`config.mk`:
```
export PLATFORM = sky130hd
export DESIGN_NAME = ibuf_issue_ctrl
export DESIGN_NICKNAME = d
export VERILOG_FILES = /design/src/rtl/ibuf_issue_ctrl.sv
export SDC_FILE = /design/constraint.sdc
export NUM_CORES = 1
export LEC_CHECK = 0
export CAP_MARGIN = 25
export CORE_AREA = 3 3 78 117
export DETAILED_ROUTE_END_ITERATION = 6
export DIE_AREA = 0 0 81 120
export HOLD_SLACK_MARGIN = 0.03
export PLACE_DENSITY = 0.52
export SLEW_MARGIN = 15
export SYNTH_ARGS = -nofsm -noshare
export SYNTH_HDL_FRONTEND = slang
export SYNTH_SLANG_ARGS = --single-unit
```
`constraint.sdc`:
```
create_clock -name clk -period 4.6 [get_ports clk]
set_input_delay 0.92 -clock clk [delete_from_list [all_inputs] [get_ports clk]]
set_output_delay 0.92 -clock clk [all_outputs]
set_load 0.02 [all_outputs]
```
`src/rtl/ibuf_issue_ctrl.sv`:
```
// Issue control between the instruction buffer and the decode stage: pops 0..2
// entries per cycle, serialises special ops, waits in idle and counts stalls/dual issues.
module ibuf_issue_ctrl #(
    parameter int CNT_W = 16
) (
    input  logic             clk,
    input  logic             resetn,
    input  logic             flush,
    input  logic             id_ready,
    input  logic             a_valid,
    input  logic             b_valid,
    input  logic             a_is_spec_op,
    input  logic             a_is_idle,
    input  logic             a_have_excp,
    input  logic             a_is_br,
    input  logic             b_is_spec_op,
    input  logic             b_is_idle,
    input  logic             b_have_excp,
    input  logic             b_is_br,
    input  logic [4:0]       a_dest,
    input  logic [4:0]       b_dest,
    input  logic [4:0]       b_r1,
    input  logic [4:0]       b_r2,
    input  logic             b_src2_is_imm,
    input  logic             serial_done,
    input  logic             intr_pending,
    output logic [1:0]       o_size,
    output logic [1:0]       state,
    output logic [CNT_W-1:0] stall_cnt,
    output logic [CNT_W-1:0] dual_cnt
);

    typedef enum logic [1:0] {
        ST_RUN       = 2'd0,
        ST_SERIAL    = 2'd1,
        ST_IDLE_WAIT = 2'd2
    } state_t;

    state_t           state_reg;
    state_t           state_next;
    logic [CNT_W-1:0] stall_cnt_reg;
    logic [CNT_W-1:0] stall_cnt_next;
    logic [CNT_W-1:0] dual_cnt_reg;
    logic [CNT_W-1:0] dual_cnt_next;

    logic       in_run;
    logic       issue_ok;
    logic       a_single;
    logic       b_blocked;
    logic       raw_waw_hazard;
    logic [4:0] b_src [3];
    logic [2:0] b_src_read;
    logic [2:0] b_src_conflict;

    // The unused encoding behaves exactly like RUN.
    assign in_run = (state_reg != ST_SERIAL) && (state_reg != ST_IDLE_WAIT);

    assign issue_ok = resetn && !flush && in_run && id_ready && a_valid;
    assign a_single = a_is_spec_op || a_is_idle || a_have_excp || a_is_br;
    // A branch in slot b may still pair; only serialising/faulting entries block it.
    assign b_blocked = !b_valid || b_is_spec_op || b_is_idle || b_have_excp;

    // Operands of entry b that entry a's destination could collide with.
    assign b_src[0]   = b_r1;
    assign b_src[1]   = b_dest;
    assign b_src[2]   = b_r2;
    assign b_src_read = {!b_src2_is_imm, 1'b1, 1'b1};

    generate
        for (genvar gi = 0; gi < 3; gi++) begin : g_src_cmp
            assign b_src_conflict[gi] = b_src_read[gi] && (b_src[gi] == a_dest);
        end
    endgenerate

    // r0 is hardwired zero, so writes to it never create a dependency.
    assign raw_waw_hazard = (a_dest != 5'd0) && (|b_src_conflict);

    always_comb begin
        o_size = 2'd0;
        if (issue_ok) begin
            if (a_single || b_blocked || raw_waw_hazard) begin
                o_size = 2'd1;
            end else begin
                o_size = 2'd2;
            end
        end
    end

    always_comb begin
        state_next = state_reg;
        case (state_reg)
            ST_SERIAL: begin
                if (serial_done) begin
                    state_next = ST_RUN;
                end
            end
            ST_IDLE_WAIT: begin
                if (intr_pending) begin
                    state_next = ST_RUN;
                end
            end
            default: begin
                state_next = ST_RUN;
                if (o_size != 2'd0) begin
                    if (a_is_idle) begin
                        state_next = ST_IDLE_WAIT;
                    end else if (a_is_spec_op || a_have_excp) begin
                        state_next = ST_SERIAL;
                    end
                end
            end
        endcase
        if (flush) begin
            state_next = ST_RUN;
        end
    end

    always_comb begin
        stall_cnt_next = stall_cnt_reg;
        dual_cnt_next  = dual_cnt_reg;
        if (a_valid && (o_size == 2'd0) && !flush && (stall_cnt_reg != {CNT_W{1'b1}})) begin
            stall_cnt_next = stall_cnt_reg + CNT_W'(1);
        end
        if (o_size == 2'd2) begin
            dual_cnt_next = dual_cnt_reg + CNT_W'(1);
        end
    end

    always_ff @(posedge clk or negedge resetn) begin
        if (!resetn) begin
            state_reg     <= ST_RUN;
            stall_cnt_reg <= '0;
            dual_cnt_reg  <= '0;
        end else begin
            state_reg     <= state_next;
            stall_cnt_reg <= stall_cnt_next;
            dual_cnt_reg  <= dual_cnt_next;
        end
    end

    assign state     = state_reg;
    assign stall_cnt = stall_cnt_reg;
    assign dual_cnt  = dual_cnt_reg;

endmodule

```
==> results of run 1 <==
critical path, stage by stage:
cell             delay (ns)
clkdlybuf4s50_1        0.59
xnor2_1                0.15
nand4_1                0.16
o32ai_4                0.29
buf_4                  0.30
a21oi_2                0.13
clkdlybuf4s50_1        0.55
synthesized netlist by cell type, drive strengths merged, types with 2 or more instances:
cell and n:
buf 4, a211oi 10, nand2 12, and3 5, and4 5, xor2 21
nand3 10, a22o 2, nor4b 2, a21oi 6, mux2 2, nand2b 3
nand4 12, a2111oi 3, nor2 8, and2 3, xnor2 22, nor2b 2
inv 5, ha 4, dfrtp 34
cells by family after synthesis:
family          after synthesis  synth area share
simple gates                 65             0.181
xor+xnor                     43             0.186
flops                        34             0.420
compound gates               29             0.152
buf+inv                       9            0.0235
fa+ha+maj                     4            0.0247
mux                           2            0.0130
layer usage:
metal / wire length (um) / vias to the layer above
met5: 0 / -
met4: 57 / 0
met3: 377 / 6
met2: 2900 / 52
met1: 2030 / 826
li1: - / 826
per-stage QoR:
step                power (mW)   util  worst slack (ns)  hold slack, ns  cell area (um2)
floorplan                0.444      -              1.37           0.578             2030
global placement         0.550  0.346             0.547           0.458             2870
detailed placement       0.549  0.346             0.566           0.466             2870
CTS                      0.896  0.364             0.558           0.476             3020
global route             0.931  0.364             0.486           0.499             3020
finish                   0.876  0.364             0.581           0.471             3020
area by class of cell:
type,instances,area (um2)
multi-input combinational,143,1130
clock inverter,2,12.5
sequential,34,851
inverter,5,18.8
tap,107,134
fill,871,5290
clock buffer,6,139
timing repair buffer,75,741
final timing paths:
kind,startpoint,endpoint,slack [ns],cells after the start
max in group asynchronous,resetn,stall_cnt[1]$_DFFE_PN0P_,3.16,2
worst min-delay path,dual_cnt[15]$_DFFE_PN0N_,dual_cnt[15]$_DFFE_PN0N_,0.47,1
worst max-delay path,a_dest[2],o_size[1],0.58,7
min in group asynchronous,resetn,state[0]$_DFFE_PN0P_,1.10,2
worst min register to register,dual_cnt[15]$_DFFE_PN0N_,dual_cnt[15]$_DFFE_PN0N_,0.47,1
worst max register to register,state[0]$_DFFE_PN0P_,stall_cnt[11]$_DFFE_PN0P_,2.35,7
power by group:
part	leakage [nW]	switching, mW	internal [mW]	total (mW)
registers	0.465	0.0291	0.322	0.351
logic	0.697	0.0912	0.0992	0.190
clock network	0.0729	0.120	0.214	0.335
==> results.py, run 1 <==
metrics = {
    "route": {
        "dr.pass1.iters": 4,
        "vias": 1710,
        "routedWlPerCell_um": 14.4,
        "totalWireLength_um": 5370,
        "vias_per_cell": 4.60,
        "drc": 0,
        "ant_nets": 0,
        "drtIter0Drc": 63,
    },
    "die": {
        "die_h_um": 120,
        "start_util": 0.244,
        "io_pins": 73,
        "num_rows": 41,
        "die_x_um": 81,
        "die_area_um2": 9720,
        "core_area_um2": 8310,
    },
    "worst_setup_path": {
        "cp.arrival_ns": 3.10,
        "required_ns": 3.68,
        "critical_path.startpoint_type": "input pin",
        "critPathCaptureType": "output port",
        "crit_fanout": 15,
        "crit_type": "in -> out",
    },
    "logic_synthesis": {
        "synth_nets": 227,
        "postSynthAreaPerCell_um2": 10.9,
        "yosys_warnings": 0,
        "netlist_area_um2": 2030,
        "synthTopCellsByArea": "dfrtp_1 42%, xnor2_1 9.5%, xor2_1 9.1%",
        "synth_seq_area_share": 0.420,
        "ys_async_sr_fraction": 1.00,
        "synth_top_area_cell": "dfrtp_1",
        "synth_cell_types": 37,
        "synth.top_cell.area_share": 0.420,
        "synth_edf_count": 0,
        "ys_seq_elements": 34,
        "ys.flop_type": "dfrtp_1",
        "syn_inst": 186,
    },
    "global_route": {
        "antenna_found_initial": 0,
        "grt_pass1_wl_um": 8870,
        "grt_use_total": 0.116,
        "first_global_vias": 1808,
        "grtUsageMet3": 0.0345,
        "gr-total-overflow": 0,
        "grt_max_degree": 35,
        "use_met2": 0.215,
        "grt_busiest_layer": "met2",
        "met1_usage": 0.124,
    },
    "final_layout": {
        "final_nets": 305,
        "syn2layout_area_growth_pct": 49.2,
        "layout_common_cells": "71 x clkdlybuf4s50_1, 34 x dfrtp_1, 22 x xnor2_1, 21 x xor2_1",
        "instances_no_fill": 372,
        "antenna_cells": 0,
        "final_common_cell": "clkdlybuf4s50_1",
        "drive_gt1_frac": 0.113,
    },
    "clock_network": {
        "root_buffer": "clkbuf_16",
        "cts_buffers": 5,
        "postCtsSetupBuffers": 0,
        "clock_latency_ns": 0.27,
        "clkTransAtPathRegs_ns": 0.06,
        "cts_tree": "built",
        "ctsHoldBuffers": 0,
        "htree_levels": 2,
        "clockBufferDepth": 2,
        "clock-sinks": 34,
        "ctsResizeCount": 0,
    },
    "sta": {
        "rsz0062_at_grt": "false",
        "period_minus_slack_ns": 4.02,
        "fin_tns_setup_ns": 0,
        "min_period_over_period": 0.874,
        "finalHoldViolations": 0,
        "worst_pin_slew_ns": 0.481,
        "max_slew_margin": 0.675,
        "drv_slew": 0,
        "setup_violations": 0,
        "skew_ns": 0.00778,
        "max_freq_mhz": 249,
    },
    "pwr": {
        "p_per_area_nw_per_um2": 290,
        "ir_worst_vdd_mv": 0.328,
        "power_leakage_nw": 1.24,
    },
    "run": {
        "drv_cap": 0,
    },
    "placement": {
        "place.port_buffers": 71,
        "gp_congestion": 0.716,
        "hpwl_um": 4190,
        "placed_cells": 364,
    },
    "worst_hold_path": {
        "hp-class": "reg -> reg",
    },
    "status": {
        "status": "finished clean",
    },
}
(Power assumes the default switching activity.)
==> run 2: changes to the inputs <==
--- a/config.mk
+++ b/config.mk
@@ -6,9 +6,10 @@
 export NUM_CORES = 1
 export LEC_CHECK = 0
 export CAP_MARGIN = 25
-export CORE_AREA = 3 3 78 117
+export CORE_AREA = 3 3 95 97
 export DETAILED_ROUTE_END_ITERATION = 6
-export DIE_AREA = 0 0 81 120
+export DIE_AREA = 0 0 98 100
+export GPL_ROUTABILITY_DRIVEN = 0
 export HOLD_SLACK_MARGIN = 0.03
 export PLACE_DENSITY = 0.52
 export SLEW_MARGIN = 15
==> results.py, run 2 (synthesized netlist as in run 1, its figures left out) <==
metrics = {
    "worst_setup_path": {
        "crit_type": "in -> out",
        "required_ns": 3.68,
        "crit_fanout": 15,
        "critical_path.startpoint_type": "input pin",
        "critPathCaptureType": "output port",
        "cp.arrival_ns": 3.13,
    },
    "clock_network": {
        "postCtsSetupBuffers": 0,
        "clock-sinks": 34,
        "ctsResizeCount": 0,
        "cts_tree": "built",
        "clock_latency_ns": 0.28,
        "htree_levels": 2,
        "clkTransAtPathRegs_ns": 0.07,
        "ctsHoldBuffers": 0,
        "root_buffer": "clkbuf_8",
        "cts_buffers": 5,
        "clockBufferDepth": 2,
    },
    "route": {
        "drtIter0Drc": 41,
        "routedWlPerCell_um": 13.7,
        "totalWireLength_um": 5070,
        "vias": 1669,
        "dr.pass1.iters": 3,
        "drc": 0,
        "ant_nets": 0,
        "vias_per_cell": 4.51,
    },
    "die": {
        "num_rows": 33,
        "io_pins": 73,
        "die_area_um2": 9800,
        "core_area_um2": 8220,
        "die_h_um": 100,
        "start_util": 0.247,
        "die_x_um": 98,
    },
    "sta": {
        "skew_ns": 0.00372,
        "max_slew_margin": 0.702,
        "fin_tns_setup_ns": 0,
        "finalHoldViolations": 0,
        "hold_slack_ns": 0.474,
        "worst_pin_slew_ns": 0.448,
        "period_minus_slack_ns": 4.05,
        "min_period_over_period": 0.880,
        "rsz0062_at_grt": "false",
        "max_freq_mhz": 247,
        "setup_slack_ns": 0.550,
        "setup_violations": 0,
        "drv_slew": 0,
    },
    "pwr": {
        "ir_worst_vdd_mv": 0.235,
        "p_per_area_nw_per_um2": 261,
        "total_power_mw": 0.772,
        "power_leakage_nw": 1.21,
    },
    "global_route": {
        "first_global_vias": 1810,
        "grt_use_total": 0.109,
        "grt_pass1_wl_um": 8830,
        "antenna_found_initial": 0,
        "grt_max_degree": 35,
        "gr-total-overflow": 0,
    },
    "status": {
        "status": "finished clean",
    },
    "final_layout": {
        "final_common_cell": "clkdlybuf4s50_1",
        "drive_gt1_frac": 0.109,
        "final_cell_area_um2": 2960,
        "final_nets": 305,
        "antenna_cells": 0,
        "layout_common_cells": "71 x clkdlybuf4s50_1, 34 x dfrtp_1, 22 x xnor2_1, 21 x xor2_1",
        "syn2layout_area_growth_pct": 46.1,
        "num-fill-cells": 834,
        "utilization": 0.360,
        "instances_no_fill": 370,
    },
    "placement": {
        "place.port_buffers": 71,
        "dp_slack_ns": 0.506,
        "hpwl_um": 3910,
        "placed_cells": 362,
        "postPlaceCellArea_um2": 2870,
    },
    "worst_hold_path": {
        "hp-class": "reg -> reg",
    },
    "run": {
        "drv_cap": 0,
    },
}
-- run 2: worst paths after layout --
path | start | cells after the start | slack [ns] | end
max | a_dest[4] | 7 | 0.55 | o_size[1]
max reg2reg | state[0]$_DFFE_PN0P_ | 7 | 2.44 | stall_cnt[11]$_DFFE_PN0P_
min reg2reg | dual_cnt[15]$_DFFE_PN0N_ | 1 | 0.47 | dual_cnt[15]$_DFFE_PN0N_
min | dual_cnt[15]$_DFFE_PN0N_ | 1 | 0.47 | dual_cnt[15]$_DFFE_PN0N_
max in group asynchronous | resetn | 2 | 3.14 | dual_cnt[8]$_DFFE_PN0N_
min in group asynchronous | resetn | 2 | 1.14 | stall_cnt[7]$_DFFE_PN0P_
-- run 2: where the power goes --
group          internal (mW)  switching, mW  leakage, nW  total, mW
clock                  0.121          0.110       0.0482      0.230
combinational         0.0993         0.0898        0.697      0.189
sequential             0.322         0.0305        0.465      0.352
total                  0.542          0.230         1.21      0.772
-- run 2: area by class of cell --
type,instances,area [um2],area share
Multi-Input combinational cell,143,1130,0.381
Tap cell,105,131,0.0444
Clock buffer,7,86.3,0.0292
Timing Repair Buffer,75,741,0.250
Inverter,5,18.8,0.00634
Clock inverter,1,5.00,0.00169
Sequential cell,34,851,0.287
-- run 2: critical path, stage by stage --
cell,delay [ns]
clkdlybuf4s50_1,0.58
xnor2_1,0.15
nand4_1,0.16
o32ai_4,0.31
buf_4,0.31
a21oi_2,0.15
clkdlybuf4s50_1,0.55
-- run 2: metal layers --
metal	share of wire	GRT usage	wire, um
met5	0	0	0
met3	0.044	0.0299	222
met1	0.45	0.135	2280
met4	0.010	0.0288	51
met2	0.50	0.189	2520
==> run 3: changes to the inputs <==
--- a/config.mk
+++ b/config.mk
@@ -10,7 +10,7 @@
 export DETAILED_ROUTE_END_ITERATION = 6
 export DIE_AREA = 0 0 98 100
 export GPL_ROUTABILITY_DRIVEN = 0
-export HOLD_SLACK_MARGIN = 0.03
+export HOLD_SLACK_MARGIN = 0.08
 export PLACE_DENSITY = 0.52
 export SLEW_MARGIN = 15
 export SYNTH_ARGS = -nofsm -noshare
==> results of run 3 <==
Same layout as run 2: the final DEF is identical, and so are final timing and power.
